**src/rtl/alu_pkg.sv**
```systemverilog
// -----------------------------------------------------------------------------
// alu_pkg
// Shared definitions for the shared-ALU arbiter slice:
//   - ALU control encodings (3-bit control word)
//   - arbiter FSM state type
// -----------------------------------------------------------------------------
package alu_pkg;

    localparam int ALU_CTRL_W = 3;

    localparam logic [ALU_CTRL_W-1:0] ALU_ADD = 3'b000;
    localparam logic [ALU_CTRL_W-1:0] ALU_SUB = 3'b001;

    typedef enum logic [1:0] {
        IDLE = 2'd0,
        EXEC = 2'd1,
        RESP = 2'd2
    } arb_state_t;

endpackage : alu_pkg

```
**src/rtl/alu_share_arbiter_alu.sv**
```systemverilog
// -----------------------------------------------------------------------------
// alu_share_arbiter_alu
// Purely combinational ALU. ADD and SUB wrap modulo 2^DATA_W; any other
// control code produces a zero result.
//
// Ports:
//   op1    in   DATA_W      first operand
//   op2    in   DATA_W      second operand
//   ctrl   in   ALU_CTRL_W  operation select
//   result out  DATA_W      op1 (+|-) op2, or 0 for unsupported codes
//   zero   out  1           result == 0
// -----------------------------------------------------------------------------
module alu_share_arbiter_alu
    import alu_pkg::*;
#(
    parameter int DATA_W = 32
) (
    input  logic [DATA_W-1:0]     op1,
    input  logic [DATA_W-1:0]     op2,
    input  logic [ALU_CTRL_W-1:0] ctrl,
    output logic [DATA_W-1:0]     result,
    output logic                  zero
);

    always_comb begin
        // NOTE: every combinational output gets a default before the case so
        // no path leaves it unassigned, which would infer a latch.
        result = '0;
        case (ctrl)
            ALU_ADD: result = op1 + op2;
            ALU_SUB: result = op1 - op2;
            default: result = '0;
        endcase
    end

    assign zero = (result == '0);

endmodule : alu_share_arbiter_alu

```
**src/rtl/alu_share_arbiter.sv**
```systemverilog
// -----------------------------------------------------------------------------
// alu_share_arbiter
// Shares one ALU between N_REQ requesters. In IDLE a round-robin pick selects
// one valid requester, grants it combinationally through req_ready and
// captures its operands. EXEC registers the ALU result; RESP presents it on a
// valid/ready response port tagged with the winner's index. One operation is
// in flight at a time.
//
// Ports:
//   clk        in   1             system clock, rising edge
//   rst_n      in   1             asynchronous active-low reset
//   req_valid  in   N_REQ         per-requester request valid
//   req_ready  out  N_REQ         per-requester grant, one-hot or zero
//   req_op1    in   N_REQ*DATA_W  packed op1, requester i at [i*DATA_W +: DATA_W]
//   req_op2    in   N_REQ*DATA_W  packed op2, same packing
//   req_ctrl   in   N_REQ*3       packed ALU control
//   rsp_valid  out  1             result valid
//   rsp_ready  in   1             consumer accepts result
//   rsp_result out  DATA_W        registered ALU result
//   rsp_zero   out  1             registered (result == 0)
//   rsp_id     out  ID_W          owner of the current result
//   busy       out  1             FSM not in IDLE
// -----------------------------------------------------------------------------
module alu_share_arbiter
    import alu_pkg::*;
#(
    parameter int N_REQ  = 2,
    parameter int DATA_W = 32,
    parameter int ID_W   = $clog2(N_REQ)
) (
    input  logic                           clk,
    input  logic                           rst_n,
    input  logic [N_REQ-1:0]               req_valid,
    output logic [N_REQ-1:0]               req_ready,
    input  logic [N_REQ*DATA_W-1:0]        req_op1,
    input  logic [N_REQ*DATA_W-1:0]        req_op2,
    input  logic [N_REQ*ALU_CTRL_W-1:0]    req_ctrl,
    output logic                           rsp_valid,
    input  logic                           rsp_ready,
    output logic [DATA_W-1:0]              rsp_result,
    output logic                           rsp_zero,
    output logic [ID_W-1:0]                rsp_id,
    output logic                           busy
);

    // First valid requester at or after ptr, wrapping modulo N_REQ.
    function automatic logic [ID_W-1:0] rr_pick(input logic [N_REQ-1:0] valid,
                                                input logic [ID_W-1:0]  ptr);
        logic [ID_W-1:0] win;
        logic            found;
        int              idx;
        win   = '0;
        found = 1'b0;
        for (int i = 0; i < N_REQ; i++) begin
            idx = (int'(ptr) + i) % N_REQ;
            if (!found && valid[idx]) begin
                found = 1'b1;
                win   = ID_W'(idx);
            end
        end
        return win;
    endfunction

    arb_state_t              state_q,      state_d;
    logic [ID_W-1:0]         rr_ptr_q,     rr_ptr_d;
    logic [DATA_W-1:0]       op1_q,        op1_d;
    logic [DATA_W-1:0]       op2_q,        op2_d;
    logic [ALU_CTRL_W-1:0]   ctrl_q,       ctrl_d;
    logic [ID_W-1:0]         rsp_id_q,     rsp_id_d;
    logic [DATA_W-1:0]       rsp_result_q, rsp_result_d;
    logic                    rsp_zero_q,   rsp_zero_d;
    logic                    rsp_valid_q,  rsp_valid_d;

    logic [ID_W-1:0]         winner;
    logic [DATA_W-1:0]       alu_result;
    logic                    alu_zero;

    alu_share_arbiter_alu #(
        .DATA_W (DATA_W)
    ) u_alu (
        .op1    (op1_q),
        .op2    (op2_q),
        .ctrl   (ctrl_q),
        .result (alu_result),
        .zero   (alu_zero)
    );

    always_comb begin
        state_d      = state_q;
        rr_ptr_d     = rr_ptr_q;
        op1_d        = op1_q;
        op2_d        = op2_q;
        ctrl_d       = ctrl_q;
        rsp_id_d     = rsp_id_q;
        rsp_result_d = rsp_result_q;
        rsp_zero_d   = rsp_zero_q;
        rsp_valid_d  = rsp_valid_q;
        req_ready    = '0;
        winner       = rr_pick(req_valid, rr_ptr_q);

        case (state_q)
            IDLE: begin
                if (|req_valid) begin
                    req_ready[winner] = 1'b1;
                    op1_d    = req_op1[int'(winner)*DATA_W +: DATA_W];
                    op2_d    = req_op2[int'(winner)*DATA_W +: DATA_W];
                    ctrl_d   = req_ctrl[int'(winner)*ALU_CTRL_W +: ALU_CTRL_W];
                    rsp_id_d = winner;
                    // Pointer moves just past the winner so it has lowest
                    // priority next time; this bounds any wait to N_REQ grants.
                    rr_ptr_d = (winner == ID_W'(N_REQ - 1)) ? '0 : winner + 1'b1;
                    state_d  = EXEC;
                end
            end
            EXEC: begin
                rsp_result_d = alu_result;
                rsp_zero_d   = alu_zero;
                rsp_valid_d  = 1'b1;
                state_d      = RESP;
            end
            RESP: begin
                if (rsp_ready) begin
                    rsp_valid_d = 1'b0;
                    state_d     = IDLE;
                end
            end
            default: begin
                rsp_valid_d = 1'b0;
                state_d     = IDLE;
            end
        endcase
    end

    always_ff @(posedge clk or negedge rst_n) begin
        if (!rst_n) begin
            // NOTE: the captured operand registers are reset as well, so the
            // ALU never evaluates X after reset and outputs are deterministic.
            state_q      <= IDLE;
            rr_ptr_q     <= '0;
            op1_q        <= '0;
            op2_q        <= '0;
            ctrl_q       <= '0;
            rsp_id_q     <= '0;
            rsp_result_q <= '0;
            rsp_zero_q   <= 1'b0;
            rsp_valid_q  <= 1'b0;
        end else begin
            // NOTE: non-blocking assignments so every register samples the
            // pre-edge values regardless of statement order.
            state_q      <= state_d;
            rr_ptr_q     <= rr_ptr_d;
            op1_q        <= op1_d;
            op2_q        <= op2_d;
            ctrl_q       <= ctrl_d;
            rsp_id_q     <= rsp_id_d;
            rsp_result_q <= rsp_result_d;
            rsp_zero_q   <= rsp_zero_d;
            rsp_valid_q  <= rsp_valid_d;
        end
    end

    assign rsp_valid  = rsp_valid_q;
    assign rsp_result = rsp_result_q;
    assign rsp_zero   = rsp_zero_q;
    assign rsp_id     = rsp_id_q;
    assign busy       = (state_q != IDLE);

endmodule : alu_share_arbiter

```
**config.mk**
```make
export PLATFORM = sky130hd
export DESIGN_NAME = alu_share_arbiter
export DESIGN_NICKNAME = d
export VERILOG_FILES = /design/src/rtl/alu_pkg.sv /design/src/rtl/alu_share_arbiter_alu.sv /design/src/rtl/alu_share_arbiter.sv
export SDC_FILE = /design/constraint.sdc
export NUM_CORES = 1
export LEC_CHECK = 0
export CAP_MARGIN = 25
export CORE_MARGIN = 2
export CORE_UTILIZATION = 40
export DETAILED_ROUTE_END_ITERATION = 6
export PLACE_DENSITY = 0.78
export SYNTH_ARGS = -nofsm -noshare
export SYNTH_HDL_FRONTEND = slang
export SYNTH_SLANG_ARGS = --single-unit
```
**constraint.sdc**
```tcl
create_clock -name clk -period 8.8 [get_ports clk]
set_input_delay 1.76 -clock clk [delete_from_list [all_inputs] [get_ports clk]]
set_output_delay 1.76 -clock clk [all_outputs]
set_load 0.02 [all_outputs]
```
==> metrics.txt <==
GRT Resource Usage Total around 22%; Synth area leaders dfrtp_1 (38%), a222oi_1 (9.7%), ha_1 (5.8%), inv_1 (4.7%), nand2_1 (3.8%); top cell type by total area after synthesis dfrtp_1; most frequent cells in the layout clkdlybuf4s50_1 (175), dfrtp_1 (105), inv_1 (86), nand2_1 (69), a222oi_1 (67); Num CTS Buffers 9; # port buffers 176; initial drt markers between 500 and 600; Final Cycle Share between 60% and 70%; top cell type's share of synthesized area a little under two fifths; Seq/Total Area, Yosys between 30% and 40%; Worst-path clk slew roughly 60 ps; root buf cell clkbuf_16; HPWL after detailed placement 15200 um; Setup crit end kind output port; post-synthesis average cell area around 9 um2; number of hold buffers added after cts 0; min-delay worst type flop to flop; Sink Count 105; area grow syn2layout 31.8%; FF-to-FF setup slack 4020 ps; failing checks DRC; RSZ-0062 raised after global routing no; buffer count from post-CTS setup fixing 0; fin crit period approximately 5700 ps; Pins Over Slew Limit 0; status finished with violations; vias in the first global route ~6400; slew margin rel. between 30% and 40%; Vias/cell roughly 5.8; Rows 48; Skew-Pair Late Insertion Delay 360 ps; via count roughly 6700; Fmax achieved roughly 180 MHz; Layout Nets ~1100; GP Congestion 0.954; final setup fails 0; Antenna Cells 0; first drt pass iteration count 7; syn nets between 900 and 1000; Primary FF master, synth dfrtp_1; Hold Path Depth 1; layout cell share with drive strength beyond 1 under 10%; Critical Path RT between 7000 and 8000 ps; Initial Util 40.4%; die width approximately 140 um; CP Class primary input to output port; number of I/O pins between 150 and 200; H-tree depth 3; Syn Std Cell Area 6900 um2; grt total ovfl 0; die area between 15000 and 20000 um2; Hold Violations, Final 0; Cells after Synth between 700 and 800; synth warn 0; CP max FO 69; drc violations 19; pin count of the biggest net entering global routing a little over 70; most common cell after layout, fill and taps aside clkdlybuf4s50_1; routed wire length around 20000 um; Async SR Flop Fraction 100%; Die Y 135 um; Yosys cell types slightly below 70; FILL cells between 1500 and 2000; flops & latches, synth 105; Worst Tran Pin Value 968 ps; TNS Setup 0 ps; Max-Cap Viols 0; Routed wire per std cell between 15 and 20 um; CTS tree done; initial antenna violation count 0; CP Launch Type primary input; CTS resizes 0; EDFF count, synth 0; Placeable Area about 17000 um2; Setup Skew around 11 ps; Register-to-Register Path Depth 14; Routed Antenna Nets 0; global-route wire length before repair approximately 32000 um; clock buffer depth 2; CP arrival 3940 ps
[worst max-delay path, stage by stage]
cell and delay (ps):
clkdlybuf4s50_1 590, o21ai_0 190, nor2_4 100, buf_4 560
clkdlybuf4s50_1 730
[final cells by class]
type | count | area [um2] | share of cell area [%]
multi-input cells | 531 | 3800 | 41.8
flip-flops and latches | 105 | 2630 | 28.9
repair buffers | 181 | 1800 | 19.8
inverters | 86 | 323 | 3.55
well taps | 225 | 282 | 3.10
clock buffers | 11 | 243 | 2.67
clock inverters | 3 | 18.8 | 0.206
[cell usage after synthesis, types with 7 or more instances]
cell      count
a21o_1       20
a21oi_1      41
a222oi_1     67
and3_1        8
clkbuf_1     43
dfrtp_1     105
ha_1         32
inv_1        86
nand2_1      69
nand3_1      15
nor2_1       35
nor3_1        9
o211ai_1      9
o21ai_0      43
o31ai_1      17
or3_1         7
xnor2_1      22
xor2_1       24
[final timing paths]
kind	to	startpoint
max	req_ready[1]	req_valid[1]
min	rsp_valid	rsp_valid
max reg2reg	rsp_zero	ctrl_q[1]
min reg2reg	rsp_valid	rsp_valid
max in group asynchronous	state_q[1]	rst_n
min in group asynchronous	rsp_result[30]	rst_n
[per-layer routing]
layer	vias to the layer above	part of all wire [%]	track usage, %
li1	3185	-	-
met5	-	0	0
met3	32	7.3	3.67
met1	3182	46	31.7
met4	0	2.2	7.87
met2	281	44	33.5
[sequential cells by signal (all words and copies together), names as in the netlist]
name,flops
rsp_result,32
op2_q,32
op1_q,32
rsp_valid,1
rr_ptr_q,1
rsp_zero,1
ctrl_q,3
rsp_id,1
state_q,2
[cell families after synthesis]
| logic type | Yosys count | share of synthesized area (%) |
|---|---|---|
| buf+inv | 131 | 7.24 |
| xor+xnor | 47 | 6.08 |
| compound gates | 257 | 28.0 |
| simple gates | 189 | 13.8 |
| mux | 5 | 0.725 |
| fa+ha+maj | 33 | 6.09 |
| flops | 105 | 38.1 |
[per-stage QoR]
step | setup WS [ps] | util, % | hold slack, ps | instance area [um2] | std cells
4_1_cts | 3080 | 53.3 | 481 | 9090 | 1142
3_3_place_gp | 3080 | 51.8 | 459 | 8830 | 1128
2_1_floorplan | 4410 | - | 459 | 6900 | 767
6_report | 3100 | 53.3 | 475 | 9090 | 1142
3_5_place_dp | 3080 | 51.8 | 466 | 8830 | 1128
5_1_grt | 2980 | 53.3 | 501 | 9090 | 1142
Power is not shown: default switching activity piles up to over one toggle a cycle in this logic, so the estimate is an artifact.
